File: config.mk
export PLATFORM = sky130hd
export DESIGN_NAME = vga_sync_receiver
export DESIGN_NICKNAME = d
export VERILOG_FILES = /design/src/rtl/vga_pkg.sv /design/src/rtl/vga_line_meter.sv /design/src/rtl/vga_sync_receiver.sv
export SDC_FILE = /design/constraint.sdc
export NUM_CORES = 1
export LEC_CHECK = 0
export BUFFER_PORTS_ARGS = -buffer_cell sky130_fd_sc_hd__buf_4
export CAP_MARGIN = 20
export CORE_MARGIN = 2
export CORE_UTILIZATION = 55
export CTS_CLUSTER_SIZE = 16
export DETAILED_ROUTE_END_ITERATION = 8
export PLACE_DENSITY_LB_ADDON = 0.2
export SLEW_MARGIN = 10
export SYNTH_ARGS = -nofsm -noshare
export SYNTH_HDL_FRONTEND = slang
export SYNTH_HIERARCHICAL = 1
export SYNTH_SLANG_ARGS = --single-unit
File: constraint.sdc
create_clock -name clk -period 8.74 [get_ports clk]
set_input_delay 1.748 -clock clk [delete_from_list [all_inputs] [get_ports clk]]
set_output_delay 1.748 -clock clk [all_outputs]
set_load 0.005 [all_outputs]
File: src/rtl/vga_pkg.sv
`default_nettype none
//------------------------------------------------------------------------------
// Package : vga_pkg
// Brief   : 640x480@60 timing constants and lock state shared by the VGA path
// Rev     : 1.0  initial release
//------------------------------------------------------------------------------
package vga_pkg;

  localparam int C_H_DISPLAY   = 640;
  localparam int C_H_FRONT     = 16;
  localparam int C_H_SYNC      = 96;
  localparam int C_H_BACK      = 48;
  localparam int C_H_TOTAL     = C_H_DISPLAY + C_H_FRONT + C_H_SYNC + C_H_BACK;

  localparam int C_V_DISPLAY   = 480;
  localparam int C_V_FRONT     = 10;
  localparam int C_V_SYNC      = 2;
  localparam int C_V_BACK      = 33;
  localparam int C_V_TOTAL     = C_V_DISPLAY + C_V_FRONT + C_V_SYNC + C_V_BACK;

  localparam int C_LOCK_FRAMES = 2;

  localparam int                 C_CNT_W   = 11;
  localparam logic [C_CNT_W-1:0] C_CNT_MAX = '1;

  typedef enum logic [1:0] {
    UNLOCKED = 2'd0,
    CHECK    = 2'd1,
    LOCKED   = 2'd2
  } lock_state_t;

  // Measurement counters stick at all-ones instead of wrapping.
  function automatic logic [C_CNT_W-1:0] sat_inc(input logic [C_CNT_W-1:0] v,
                                                 input logic               en);
    return (en && (v != C_CNT_MAX)) ? v + C_CNT_W'(1) : v;
  endfunction

endpackage
`default_nettype wire

File: src/rtl/vga_line_meter.sv
`default_nettype none
//------------------------------------------------------------------------------
// Module  : vga_line_meter
// Brief   : hsync edge detection, line length / sync / DE width checks
// Rev     : 1.0  initial release
//------------------------------------------------------------------------------
module vga_line_meter
  import vga_pkg::*;
#(
  parameter int H_DISPLAY = C_H_DISPLAY,
  parameter int H_TOTAL   = C_H_TOTAL,
  parameter int H_SYNC    = C_H_SYNC
) (
  input  logic               clk,
  input  logic               reset,
  input  logic               hsync_in,
  input  logic               de_in,
  output logic               hs_fall,
  output logic               line_err,
  output logic               line_full,
  output logic [C_CNT_W-1:0] line_len
);

  logic               r_hs_q;
  logic               r_h_valid;
  logic [C_CNT_W-1:0] r_h_cnt;
  logic [C_CNT_W-1:0] r_hs_w;
  logic [C_CNT_W-1:0] r_de_w;
  logic [C_CNT_W-1:0] r_line_len;

  logic               w_hs_fall;
  logic               w_h_sat;
  logic               w_shape_ok;
  logic [C_CNT_W-1:0] w_len;

  assign w_hs_fall  = r_hs_q & ~hsync_in;
  assign w_h_sat    = (r_h_cnt == C_CNT_MAX);
  assign w_len      = sat_inc(r_h_cnt, 1'b1);
  assign w_shape_ok = (w_len  == C_CNT_W'(H_TOTAL)) &&
                      (r_hs_w == C_CNT_W'(H_SYNC))  &&
                      ((r_de_w == '0) || (r_de_w == C_CNT_W'(H_DISPLAY)));

  // A saturated counter is a lost-sync error, raised once while armed.
  assign line_err  = r_h_valid & (w_hs_fall ? ~w_shape_ok : w_h_sat);
  assign line_full = w_hs_fall & (r_de_w == C_CNT_W'(H_DISPLAY));
  assign hs_fall   = w_hs_fall;
  assign line_len  = r_line_len;

  always_ff @(posedge clk) begin
    if (reset) begin
      r_hs_q     <= 1'b0;
      r_h_valid  <= 1'b0;
      r_h_cnt    <= '0;
      r_hs_w     <= '0;
      r_de_w     <= '0;
      r_line_len <= '0;
    end else begin
      r_hs_q <= hsync_in;
      if (w_hs_fall) begin
        r_h_cnt   <= '0;
        r_hs_w    <= C_CNT_W'(1);
        r_de_w    <= {{(C_CNT_W-1){1'b0}}, de_in};
        r_h_valid <= 1'b1;
        if (r_h_valid) r_line_len <= w_len;
      end else begin
        r_h_cnt <= sat_inc(r_h_cnt, 1'b1);
        r_hs_w  <= sat_inc(r_hs_w, ~hsync_in);
        r_de_w  <= sat_inc(r_de_w, de_in);
        if (w_h_sat) r_h_valid <= 1'b0;
      end
    end
  end

endmodule
`default_nettype wire

File: src/rtl/vga_sync_receiver.sv
`default_nettype none
//------------------------------------------------------------------------------
// Module  : vga_sync_receiver
// Brief   : recovers pixel coordinates and checks VGA timing lock
// Rev     : 1.0  initial release
//------------------------------------------------------------------------------
module vga_sync_receiver
  import vga_pkg::*;
#(
  parameter int H_DISPLAY   = C_H_DISPLAY,
  parameter int H_TOTAL     = C_H_TOTAL,
  parameter int H_SYNC      = C_H_SYNC,
  parameter int V_DISPLAY   = C_V_DISPLAY,
  parameter int V_TOTAL     = C_V_TOTAL,
  parameter int V_SYNC      = C_V_SYNC,
  parameter int LOCK_FRAMES = C_LOCK_FRAMES
) (
  input  logic        clk,
  input  logic        reset,
  input  logic        hsync_in,
  input  logic        vsync_in,
  input  logic        de_in,
  output logic        de_out,
  output logic [9:0]  pixel_x,
  output logic [9:0]  pixel_y,
  output logic        locked,
  output logic        timing_error,
  output logic [10:0] line_len
);

  localparam logic [7:0] C_LOCK_N = 8'(LOCK_FRAMES);

  logic               w_hs_fall;
  logic               w_line_err;
  logic               w_line_full;

  logic               r_vs_q;
  logic               r_de_q;
  logic               r_de_out;
  logic [9:0]         r_pixel_x;
  logic [9:0]         r_pixel_y;
  logic               r_first_line;

  logic [C_CNT_W-1:0] r_v_cnt;
  logic [C_CNT_W-1:0] r_vs_w;
  logic [C_CNT_W-1:0] r_de_lines;
  logic               r_err_seen;
  logic               r_f_valid;

  lock_state_t        r_state;
  lock_state_t        w_state_next;
  logic [7:0]         r_good_cnt;
  logic [7:0]         w_good_next;
  logic               r_timing_error;

  logic               w_vs_fall;
  logic               w_de_rise;
  logic [C_CNT_W-1:0] w_v_next;
  logic [C_CNT_W-1:0] w_vs_next;
  logic [C_CNT_W-1:0] w_del_next;
  logic               w_frame_ok;
  logic               w_frame_good;
  logic               w_frame_err;
  logic               w_any_err;

  vga_line_meter #(
    .H_DISPLAY (H_DISPLAY),
    .H_TOTAL   (H_TOTAL),
    .H_SYNC    (H_SYNC)
  ) u_line_meter (
    .clk       (clk),
    .reset     (reset),
    .hsync_in  (hsync_in),
    .de_in     (de_in),
    .hs_fall   (w_hs_fall),
    .line_err  (w_line_err),
    .line_full (w_line_full),
    .line_len  (line_len)
  );

  assign w_vs_fall = r_vs_q & ~vsync_in;
  assign w_de_rise = ~r_de_q & de_in;

  // Next-counter values include this cycle's hsync edge so a line that ends
  // on the vsync edge is judged as part of the frame that is closing.
  assign w_v_next   = sat_inc(r_v_cnt, w_hs_fall);
  assign w_vs_next  = sat_inc(r_vs_w, w_hs_fall & ~vsync_in);
  assign w_del_next = sat_inc(r_de_lines, w_line_full);

  assign w_frame_ok   = (w_v_next   == C_CNT_W'(V_TOTAL))   &&
                        (w_vs_next  == C_CNT_W'(V_SYNC))    &&
                        (w_del_next == C_CNT_W'(V_DISPLAY)) &&
                        !r_err_seen && !w_line_err;
  assign w_frame_good = w_vs_fall & r_f_valid & w_frame_ok;
  assign w_frame_err  = w_vs_fall & r_f_valid & ~w_frame_ok;
  assign w_any_err    = w_line_err | w_frame_err;

  always_ff @(posedge clk) begin
    if (reset) begin
      r_vs_q       <= 1'b0;
      r_de_q       <= 1'b0;
      r_de_out     <= 1'b0;
      r_pixel_x    <= '0;
      r_pixel_y    <= '0;
      r_first_line <= 1'b0;
    end else begin
      r_vs_q   <= vsync_in;
      r_de_q   <= de_in;
      r_de_out <= de_in;
      if (w_de_rise) begin
        r_pixel_x    <= '0;
        r_pixel_y    <= (r_first_line | w_vs_fall) ? 10'd0 : r_pixel_y + 10'd1;
        r_first_line <= 1'b0;
      end else begin
        if (de_in)     r_pixel_x    <= r_pixel_x + 10'd1;
        if (w_vs_fall) r_first_line <= 1'b1;
      end
    end
  end

  always_ff @(posedge clk) begin
    if (reset) begin
      r_v_cnt    <= '0;
      r_vs_w     <= '0;
      r_de_lines <= '0;
      r_err_seen <= 1'b0;
      r_f_valid  <= 1'b0;
    end else if (w_vs_fall) begin
      r_v_cnt    <= '0;
      r_vs_w     <= '0;
      r_de_lines <= '0;
      r_err_seen <= 1'b0;
      r_f_valid  <= 1'b1;
    end else begin
      r_v_cnt    <= w_v_next;
      r_vs_w     <= w_vs_next;
      r_de_lines <= w_del_next;
      r_err_seen <= r_err_seen | w_line_err;
    end
  end

  always_ff @(posedge clk) begin
    if (reset) begin
      r_state        <= UNLOCKED;
      r_good_cnt     <= '0;
      r_timing_error <= 1'b0;
    end else begin
      r_state        <= w_state_next;
      r_good_cnt     <= w_good_next;
      r_timing_error <= w_any_err;
    end
  end

  always_comb begin
    w_state_next = r_state;
    w_good_next  = r_good_cnt;
    if (w_any_err) begin
      w_state_next = UNLOCKED;
      w_good_next  = '0;
    end else if (w_frame_good) begin
      case (r_state)
        UNLOCKED: begin
          w_good_next  = 8'd1;
          w_state_next = (8'd1 >= C_LOCK_N) ? LOCKED : CHECK;
        end
        CHECK: begin
          w_good_next = r_good_cnt + 8'd1;
          if (r_good_cnt + 8'd1 >= C_LOCK_N) w_state_next = LOCKED;
        end
        default: begin
        end
      endcase
    end
  end

  assign de_out       = r_de_out;
  assign pixel_x      = r_pixel_x;
  assign pixel_y      = r_pixel_y;
  assign locked       = (r_state == LOCKED);
  assign timing_error = r_timing_error;

endmodule
`default_nettype wire

==> results of run 1 <==
==> layout make-up <==
| class | instances | area [um^2] | share of cell area (%) |
|---|---|---|---|
| Clock buffer | 25 | 494 | 7.54 |
| Inverter | 18 | 67.6 | 1.03 |
| Tap cell | 136 | 170 | 2.60 |
| Sequential cell | 115 | 2300 | 35.1 |
| Multi-Input combinational cell | 522 | 3180 | 48.6 |
| Clock inverter | 5 | 50.0 | 0.764 |
| Timing Repair Buffer | 38 | 285 | 4.35 |
==> routing by layer <==
metal | share of wire [%] | track usage, %
met1 | 43 | 27.6
met4 | 1.0 | 9.02
met3 | 4.7 | 5.94
met2 | 51 | 42.1
met5 | 0 | 0
==> worst reg2reg max path, delay by kind of cell, from the launching register on <==
family / cells / cell delay, ns
flops: 1 / 0.42
simple gates: 8 / 2.88
compound gates: 4 / 0.84
fa+ha+maj: 1 / 0.35
==> flip-flops by register name, summed over array words and instances, names as in the netlist, 11 cells and up <==
name                   count
u_line_meter/line_len     11
r_de_lines                11
u_line_meter/r_de_w       11
u_line_meter/r_hs_w       11
u_line_meter/r_h_cnt      11
r_v_cnt                   11
r_vs_w                    11
==> power by group <==
| group | internal, mW | leakage (nW) | switching [mW] |
|---|---|---|---|
| combinational | 0.0160 | 1.14 | 0.0273 |
| sequential | 0.531 | 0.929 | 0.00665 |
| clock | 0.409 | 0.274 | 0.219 |
| total | 0.956 | 2.34 | 0.253 |
==> cells by family after synthesis <==
logic type                 synth area share [%]
adders and majority gates                  2.63
DFF                                        40.4
and+or+nand+nor                            30.8
AOI/OAI and AO/OA                          12.8
buffers and inverters                      3.75
xor gates and xnor gates                   7.38
muxes                                      2.28
==> worst max-delay path by stage <==
stage | slack, ns | endpoint
6_report | 3.02 | r_good_cnt[7]
5_1_grt | 2.75 | r_good_cnt[7]
4_1_cts | 3.08 | r_good_cnt[7]
3_5_place_dp | 2.54 | r_good_cnt[7]
3_3_place_gp | 2.78 | r_good_cnt[4]
2_1_floorplan | 3.61 | r_good_cnt[3]
==> layout by cell type (no fill, tap or decap), types with 4 or more instances in the layout <==
| cell type | synthesis | final |
|---|---|---|
| a211oi_1 | 8 | 8 |
| a21oi_1 | 33 | 33 |
| a31oi_1 | 16 | 16 |
| a41oi_1 | 4 | 4 |
| and2_1 | 15 | 15 |
| and3_1 | 12 | 12 |
| buf_4 | 2 | 38 |
| clkbuf_16 | 0 | 16 |
| clkbuf_8 | 0 | 6 |
| clkinv_2 | 0 | 4 |
| dfxtp_1 | 115 | 115 |
| ha_1 | 12 | 12 |
| inv_1 | 18 | 18 |
| mux2i_1 | 9 | 9 |
| nand2_1 | 68 | 68 |
| nand3_1 | 38 | 38 |
| nand4_1 | 20 | 20 |
| nor2_1 | 97 | 97 |
| nor2b_1 | 6 | 6 |
| nor3_1 | 24 | 24 |
| nor4_1 | 10 | 10 |
| o21a_1 | 5 | 5 |
| o21ai_0 | 16 | 16 |
| or3_1 | 9 | 9 |
| or4_1 | 6 | 6 |
| xnor2_1 | 22 | 22 |
| xor2_1 | 26 | 26 |
==> results.md, run 1 <==
- Result of the run: completed
- Setup repair after global routing missed its margin: false
- Total power density per cell area: 184 mW/mm^2
- Total congestion overflow after global routing: 0
- FF-to-FF Start: u_line_meter/r_h_cnt[0]
- Required time of the worst setup path: 9.18 ns
- Summed area of non-filler cells in the final layout: between 0.006 and 0.007 mm^2
- Post-Place Setup Slack: about 2.5 ns
- Worst reg2reg path endpoint: r_good_cnt[7]
- Initial Util: 56.0%
- Sinks on the clock net: 115
- Peak supply drop: approximately 0.14 mV
- Sum of net half-perimeters after detailed placement: 8930 um
- Commonest cells post-synth: dfxtp_1 (115), nor2_1 (97), nand2_1 (68)
- Type of the most critical hold path: flip-flop to flip-flop
- Peak per-stage delay on the critical path: 0.81 ns
- Synth top area share: 40.4%
- Synth area leaders: dfxtp_1 (40%), nor2_1 (6.4%), nand2_1 (4.5%)
- Port bufs: 38
- Count of filler cells inserted in the layout: 848
- 1st-iter DRT viols: between 200 and 300
- Cell row count: 37
- Pin count of the biggest net entering global routing: 29
- Chain of cells forming the critical path: buf_4 > inv_1 > nand2_1 > inv_1 > and3_1 > and3_1 > nand3_1 > nor4_1 > mux2i_1 > o2111ai_1 > or4_4 > or4_1 > or4_1 > a31oi_1
- Number of slew-limit violations in the final report: 0
- Hold depth: 2
- Syn Inst Count: slightly below 700
- Die outline width: 106 um
- DRT antenna net count: 0
- Number of CTS-inserted buffers: 17
- Routability cong.: between 0.8 and 0.9
- Post-DR wirelength/cell: 14.6 um
- Dominant cell by count in the synthesized netlist: dfxtp_1
- Wire length of the first global-routing pass: about 22000 um
- Core outline area: 0.0102 mm^2
- Arrival time of the worst setup path: just over 6 ns
- Top cell type by total area after synthesis: dfxtp_1
- Share of synthesized registers carrying an async set or reset: 0%
- Number of synthesized flops with an enable pin: 0
- Worst-path clk slew: 0.05 ns
- Worst-case headroom to the max-slew limit: between 50% and 60%
- Instance count after placement with tap cells included: 829
- Total cell area at the placement stage: 0.00601 mm^2
- Deepest clock path buffer count: 2
- Post-route DRC: 0
- Vias in the first global route: 4939
- Count of final setup violators: 0
- Root buf cell: clkbuf_8
- Area growth from synthesis to layout: 15.0%
- Total vias in the final route: around 5000
- CTS tree: done
- Maximum level of the CTS H-tree: 4
- Final Hold Vio Count: 0
- Resize count post-CTS: 0
- Pre-antenna DRT Iters: 5
- Number of standard cells in the final layout excluding fillers: 859
- Initial antenna violation count: 0
- Terminating pin of the worst hold path: u_line_meter/line_len[2]
- Cell depth of the worst flop-to-flop path: 13
- # hold bufs at CTS: 0
- Worst-margin pin slew: 0.602 ns
- Synthesized netlist net count: about 700
- Worst hold-check slack: around 0.45 ns
- Number of register bits inferred by synthesis: 115
- Mapped Area: 0.00570 mm^2
- Slowest-stage cell, CP: or4_1
- Maximum frequency from static timing analysis: 0.175 GHz
- Type of destination of the critical path: flip-flop
- Share of cells above drive strength 1: 12.3%
- Number of nets in the final layout: 729
- GRT Util Overall: between 20% and 30%
- Cell class contributing the biggest share of worst-path delay: simple AND/OR/NAND/NOR gates
- Worst clock skew: 0.00685 ns
- Number of vias per cell: 5.80
- Postcts setup bufs: 0
- Overall power of the completed layout: 1.21 mW
- Die Footprint: 0.0112 mm^2
- Worst setup margin: 3.02 ns
- Static leakage: between 2 and 2.5 nW
- Wirelength, routed: roughly 13000 um
- DIE HEIGHT: 106 um
- Average footprint of a synthesized cell: around 8.4 um^2
- Distinct cell type count after synthesis: 72
- Launching element of the worst setup path: hsync_in
- Largest driver fanout on the critical path: 19
- I/O pins: 39
- Number of warnings printed during yosys synthesis: 6
- Kind of critical path: input port to flip-flop
- Final core area utilization: between 60% and 70%
- Setup TNS after final layout: 0 ns
- Type of element launching the critical path: input port
- Slack of the worst reg-to-reg path: 4.17 ns
- Maximum Capacitance Violations: 0
- Dominant synthesized flop cell: dfxtp_1
- Proportion of synthesized chip area in sequential cells: around 40%
- Skew-Pair Late Insertion Delay: approximately 0.52 ns
- Path length in cells of the critical path: 14
- Time the worst path needs with I/O delays and setup: ~5.7 ns
- Final worst path period share: 65.5%
- Worst Path Buf+Inv: 3
- Total inserted antenna cells: 0
- Hold Startpoint: u_line_meter/line_len[2]
(Power assumes the default switching activity.)
==> run 2: changes to the inputs <==
Settings changed: ABC_AREA from default to 1.
Clock period 8.74 ns to 4.8 ns, I/O delays scaled along.
==> run 2 against run 1 <==
  * Count of clock-buffer cells in the layout down 2
  * Utilization up 0.45 points
  * Sequential power up 82%
  * Hold slack better by 0.020 ns
  * Global-route usage up 0.19 points
  * Synthesized area up 11%
  * Combinational power up 120%
  * Critical endpoint is now r_good_cnt[1]
==> results.md, run 2 <==
- Result of the run: completed
- DRT antenna net count: 0 (unchanged)
- Post-DR wirelength/cell: 12.1 um (-17%)
- Synth top area share: 36.3% (-4.1 points)
- Number of CTS-inserted buffers: 17 (unchanged)
- I/O pins: 39 (unchanged)
- Total power density per cell area: 325 mW/mm^2 (+76%)
- Wire length of the first global-routing pass: 24600 um (+13%)
- Area growth from synthesis to layout: 15.6%
- Final worst path period share: 70.5%
- Share of synthesized registers carrying an async set or reset: 0% (unchanged)
- Final Hold Vio Count: 0 (unchanged)
- Proportion of synthesized chip area in sequential cells: 36.3% (-4.1 points)
- Average footprint of a synthesized cell: 6.48 um^2 (-22%)
- Number of nets in the final layout: 1038 (+42%)
- Syn Inst Count: 979 (+44%)
- Kind of critical path: input port to flip-flop
- Largest driver fanout on the critical path: 14 (-5)
- Number of slew-limit violations in the final report: 0 (unchanged)
- Skew-Pair Late Insertion Delay: 0.42 ns (-0.10 ns)
- # hold bufs at CTS: 0 (unchanged)
- Port bufs: 38 (unchanged)
- Total cell area at the placement stage: 0.00672 mm^2 (+12%)
- Count of filler cells inserted in the layout: 1060 (+25%)
- Multi-input combinational cell area: 0.00341 mm^2 (+7.1%)
- Cell row count: 39 (+5.4%)
- Resize count post-CTS: 0 (unchanged)
- Sum of net half-perimeters after detailed placement: 10100 um (+13%)
- Required time of the worst setup path: 5.11 ns (-4.07 ns)
- Pre-antenna DRT Iters: 5 (unchanged)
- Dominant cell by count in the synthesized netlist: nand2_1
- Synth area leaders: dfxtp_1 (36%), nand2_1 (15%), nor2_1 (9.5%)
- Setup TNS after final layout: 0 ns (unchanged)
- CTS tree: done
- Count of final setup violators: 0 (unchanged)
- DIE HEIGHT: 111 um (+5.3%)
- Setup repair after global routing missed its margin: false
- Number of vias per cell: 5.16 (-11%)
- Post-route DRC: 0 (unchanged)
- Total vias in the final route: 6077 (+22%)
- Static leakage: 3.21 nW (+37%)
- Total inserted antenna cells: 0 (unchanged)
- Pin count of the biggest net entering global routing: 35 (+21%)
- Type of destination of the critical path: flip-flop
- Maximum frequency from static timing analysis: 0.295 GHz
- Routability cong.: 0.870 (-0.99%)
- Worst clock skew: 0.0107 ns (+0.00382 ns)
- Wirelength, routed: 14200 um (+13%)
- Type of the most critical hold path: flip-flop to flip-flop
- Deepest clock path buffer count: 2 (unchanged)
- GRT Util Overall: 24.0% (+0.19 points)
- Total congestion overflow after global routing: 0 (unchanged)
- Peak supply drop: 0.243 mV (+74%)
- Share of cells above drive strength 1: 9.86% (-2.4 points)
- Dominant synthesized flop cell: dfxtp_1
- Synthesized netlist net count: 996 (+42%)
- Number of synthesized flops with an enable pin: 0 (unchanged)
- Root buf cell: clkbuf_16
- Distinct cell type count after synthesis: 38 (-47%)
- Worst-path clk slew: 0.05 ns (about the same)
- Arrival time of the worst setup path: 3.69 ns (-2.47 ns)
- Commonest cells after routing, fill and taps aside: nand2_1 (261), nor2_1 (161), inv_1 (133), dfxtp_1 (115), nand3_1 (81)
- Type of element launching the critical path: input port
- Die Footprint: 0.0124 mm^2 (+11%)
- Maximum Capacitance Violations: 0 (unchanged)
- Sinks on the clock net: 115 (unchanged)
- Core outline area: 0.0113 mm^2 (+11%)
- Most common cell after layout, fill and taps aside: nand2_1
- Mapped Area: 0.00635 mm^2 (+11%)
- Initial antenna violation count: 0 (unchanged)
- Vias in the first global route: 5548 (+12%)
- Die outline width: 111 um (+5.3%)
- Initial Util: 56.1% (+0.11 points)
- Number of register bits inferred by synthesis: 115 (unchanged)
- Commonest cells post-synth: nand2_1 (261), nor2_1 (161), inv_1 (133)
- Time the worst path needs with I/O delays and setup: 3.39 ns
- Maximum level of the CTS H-tree: 4 (unchanged)
- Worst-case headroom to the max-slew limit: 57.4% (-2.4 points)
- Number of warnings printed during yosys synthesis: 6 (unchanged)
- 1st-iter DRT viols: 417 (+62%)
- Postcts setup bufs: 0 (unchanged)
- Worst-margin pin slew: 0.636 ns (+0.0338 ns)
- Summed area of non-filler cells in the final layout: 0.00733 mm^2 (+12%)
- Top cell type by total area after synthesis: dfxtp_1
- Reg area: 0.00230 mm^2 (unchanged)
## run 2: changes by cell type in the layout (fill, tap and decap cells not counted), sizes merged, moves of 17 or more
cell   delta
nand3    +49
o21ai    +17
nor2     +72
nand2   +199
inv     +117
## run 2: critical path: stages
cell and delay [ns]:
buf_4 0.12, nor2_1 0.09, buf_4 0.19, inv_1 0.12, nor4_2 0.22, buf_4 0.22
nand2_1 0.07, inv_1 0.06, nand2_1 0.05, nor2_1 0.29, nand4_1 0.19, nand2_1 0.13
and2_1 0.12, nand2_1 0.05, nor2_1 0.09, nand2_1 0.12, nor2_2 0.14, nand2_2 0.18
o21ai_1 0.23, nor2_1 0.06
## run 2: where the power goes
| part | leakage (nW) | internal [mW] | switching [mW] |
|---|---|---|---|
| registers | 0.930 | 0.969 | 0.0124 |
| clock network | 0.303 | 0.867 | 0.440 |
| logic | 1.98 | 0.0319 | 0.0652 |
## run 2: cell type report
type,instances,area share [%]
timing repair buffer,42,4.30
inverter,137,7.01
tap,143,2.44
multi-input combinational,708,46.5
sequential,115,31.4
clock inverter,9,1.72
clock buffer,23,6.65
## run 2: per-layer routing
metal	up-vias	share of wire, %	global-route usage [%]
met5	-	0	0
met4	0	1.3	7.82
met3	17	5.1	6.70
met2	121	46	39.2
met1	2748	47	30.8
li1	3191	-	-
## run 2: cell families (layout without fill, tap and decap cells)
logic type,count (synthesis),in the layout,synth area share (%)
adders and majority gates,12,12,2.37
AOI/OAI and AO/OA,89,89,7.53
DFF,115,115,36.3
xor gates and xnor gates,20,20,2.76
buffers and inverters,156,211,10.1
and+or+nand+nor,587,587,41.0
## run 2: worst paths after layout
path                                         startpoint                endpoint  slack (ns)  cells past startpoint
worst min register to register   u_line_meter/r_hs_w[8]  u_line_meter/r_hs_w[8]        0.47                      1
worst max-delay path                           hsync_in           r_good_cnt[1]        1.41                     20
worst min-delay path             u_line_meter/r_hs_w[8]  u_line_meter/r_hs_w[8]        0.47                      1
worst max register to register  u_line_meter/r_h_cnt[0]           r_good_cnt[1]        1.45                     22
## run 2: per-stage QoR
stage                     std cells  total power [mW]  setup slack, ns  utilization [%]  hold WS, ns
final                          1177              2.39             1.41             64.8        0.474
after global routing           1177              2.46             1.05             64.8        0.504
after CTS                      1177              2.41             1.48             64.8        0.474
after detailed placement       1145              1.10             1.06             59.4        0.464
after global placement         1145              1.10             1.14             59.4        0.456
after floorplan                 979              1.06             1.46                -        0.443
==> run 3: changes to the inputs <==
Clock period 4.8 ns to 3.3 ns, I/O delays scaled along.
==> run 3 against run 2 <==
  * Clock power up 40%
  * Highest routed layer unchanged
  * Wire length down 0.41%
  * Clock skew down 0.0024 ns
==> results.md, run 3 (synthesized netlist as in run 2, its figures left out) <==
- Result of the run: completed
- Wire length of the first global-routing pass: 25000 um (+1.9%)
- Worst-case headroom to the max-slew limit: 48.2% (-9.1 points)
- Routability cong.: 0.854 (-1.9%)
- Number of CTS-inserted buffers: 17 (unchanged)
- Core outline area: 0.0113 mm^2 (unchanged)
- Terminating pin of the worst hold path: pixel_x[9]
- Initial Util: 56.1% (unchanged)
- Largest driver fanout on the critical path: 14 (unchanged)
- Commonest cells after routing, fill and taps aside: nand2_1 (260), nor2_1 (160), inv_1 (133), dfxtp_1 (114), nand3_1 (81)
- Switching share of power: 21.9% (+0.22 points)
- Multi-input combinational cell area: 0.00345 mm^2 (+1.1%)
- Wirelength, routed: 14200 um (-0.41%)
- Deepest clock path buffer count: 2 (unchanged)
- Sum of net half-perimeters after detailed placement: 10100 um (+0.55%)
- Pin count of the biggest net entering global routing: 35 (unchanged)
- Required time of the worst setup path: 3.61 ns (-1.50 ns)
- Worst setup margin: 0.246 ns (-1.17 ns)
- Skew-Pair Late Insertion Delay: 0.42 ns (about the same)
- Slack of the worst reg-to-reg path: 0.25 ns (-1.20 ns)
- Hold Startpoint: pixel_x[9]
- Total inserted antenna cells: 0 (unchanged)
- Vias in the first global route: 5653 (+1.9%)
- Cell depth of the worst flop-to-flop path: 22 (unchanged)
- DRT antenna net count: 0 (unchanged)
- Overall power of the completed layout: 3.40 mW (+42%)
- Clk pwr share: 53.8% (-1.0 points)
- Initial antenna violation count: 0 (unchanged)
- Worst-path clk slew: 0.06 ns (about the same)
- # hold bufs at CTS: 0 (unchanged)
- Maximum Capacitance Violations: 0 (unchanged)
- Worst-margin pin slew: 0.770 ns (+0.135 ns)
- 1st-iter DRT viols: 402 (-3.6%)
- Type of element launching the critical path: flip-flop
- Most common cell after layout, fill and taps aside: nand2_1
- Area growth from synthesis to layout: 16.4%
- Total congestion overflow after global routing: 0 (unchanged)
- Number of slew-limit violations in the final report: 0 (unchanged)
- CTS tree: done
- Post-DR wirelength/cell: 12.0 um (-0.92%)
- Final Hold Vio Count: 0 (unchanged)
- Maximum frequency from static timing analysis: 0.327 GHz
- Final worst path period share: 92.5%
- DIE HEIGHT: 111 um (unchanged)
- GRT Util Overall: 24.0% (+0.075 points)
- Count of final setup violators: 0 (unchanged)
- Static leakage: 3.24 nW (+1.0%)
- Time the worst path needs with I/O delays and setup: 3.05 ns
- Type of the most critical hold path: flip-flop to flip-flop
- Share of cells above drive strength 1: 10.7% (+0.81 points)
- Type of destination of the critical path: flip-flop
- Internal power consumption: 2.65 mW (+42%)
- Net switching power figure: 744 uW (+44%)
- I/O pins: 39 (unchanged)
- Portion of total power attributed to combinational logic: 4.2% (about the same)
- Peak supply drop: 0.339 mV (+40%)
- Total power density per cell area: 460 mW/mm^2 (+41%)
- Worst clock skew: 0.00823 ns (-0.00244 ns)
- Port bufs: 38 (unchanged)
- Portion of total power attributed to sequential cells: 42.0% (+0.9 points)
- Hold depth: 2 (+1)
- Root buf cell: clkbuf_16
- Worst reg2reg path endpoint: r_good_cnt[1]
- Sinks on the clock net: 115 (unchanged)
- Post-route DRC: 0 (unchanged)
- FF-to-FF Start: u_line_meter/r_h_cnt[0]
- Cell row count: 39 (unchanged)
- Arrival time of the worst setup path: 3.36 ns (-0.33 ns)
- Pre-antenna DRT Iters: 5 (unchanged)
- Maximum level of the CTS H-tree: 4 (unchanged)
- Count of filler cells inserted in the layout: 1076 (+1.5%)
- Die outline width: 111 um (unchanged)
- Number of nets in the final layout: 1044 (+0.58%)
- Kind of critical path: flip-flop to flip-flop
- Post-Place Setup Slack: 0.0505 ns (-1.01 ns)
- Number of vias per cell: 5.11 (-0.93%)
- Reg area: 0.00230 mm^2 (about the same)
- Die Footprint: 0.0124 mm^2 (unchanged)
- Total vias in the final route: 6051 (-0.43%)
[run 3: cell types whose count changed in the layout (fill, tap and decap cells not counted), moves of 2 or more]
cell	previous run	this run
buf_4	42	48
clkbuf_8	4	1
clkinv_2	4	6
nor2_2	6	4
nor2_4	2	5
[run 3: how the worst max path moves through the flow]
| stage | from | endpoint | depth (start not counted) |
|---|---|---|---|
| floorplan | hsync_in | r_good_cnt[2] | 18 |
| global placement | u_line_meter/r_h_cnt[0] | r_good_cnt[2] | 22 |
| detailed placement | u_line_meter/r_h_cnt[0] | r_state[0] | 21 |
| CTS | u_line_meter/r_h_cnt[0] | r_state[0] | 21 |
| global route | u_line_meter/r_h_cnt[1] | r_good_cnt[5] | 22 |
| finish | u_line_meter/r_h_cnt[0] | r_good_cnt[1] | 22 |
[run 3: power by group through the flow]
stage / clock, mW / sequential [mW] / combinational [mW]
detailed placement: 0 / 1.46 / 0.140
finish: 1.83 / 1.43 / 0.142
global route: 1.92 / 1.43 / 0.163
CTS: 1.85 / 1.43 / 0.141
floorplan: 0 / 1.45 / 0.0978
global placement: 0 / 1.46 / 0.139
[run 3: worst max-delay path: stages, from the launching register on]
cell and delay, ns:
dfxtp_2 0.36, ha_1 0.20, nand2_1 0.13, nor2_4 0.15, nand2_2 0.11, nor2_4 0.15
nand2_1 0.07, nand2_1 0.10, nand3b_1 0.09, nor2_1 0.09, a21oi_1 0.13, nor2_2 0.15
nand2_1 0.07, nor2_1 0.10, nand2_1 0.06, nor2_1 0.10, nand2_1 0.07, nor2_1 0.12
nand2_1 0.15, nor2_4 0.15, nand2_4 0.13, o21ai_1 0.20, nor2_1 0.06
[run 3: repair_timing]
| action | CTS | global route |
|---|---|---|
| setup endpoints to repair | 10 | 11 |
| setup buffers | 0 | 1 |
| pin swaps | 0 | 1 |
| resized for setup | 1 | 8 |
[run 3: area by class of cell]
cell class | instances | share of cell area (%)
Multi-Input combinational cell | 708 | 46.6
Sequential cell | 115 | 31.2
Inverter | 137 | 6.96
Clock buffer | 21 | 6.10
Timing Repair Buffer | 48 | 4.88
Tap cell | 143 | 2.42
Clock inverter | 11 | 1.83
[run 3: layer usage]
metal,global-route usage (%),wire [um],up-vias
met5,0,0,-
met4,7.49,143,0
met1,32.3,7070,2722
li1,-,-,3208
met3,5.72,553,13
met2,38.6,6390,108
[run 3: per-stage QoR]
stage	setup TNS, ns	area [um^2]	cells	hold WS [ns]	util, %
4_1_cts	0	7350	1182	0.471	64.9
2_1_floorplan	0	6350	979	0.443	-
3_5_place_dp	0	6760	1150	0.464	59.7
5_1_grt	-0.00238	7390	1183	0.513	65.3
3_3_place_gp	0	6760	1150	0.458	59.7
6_report	0	7390	1183	0.476	65.3
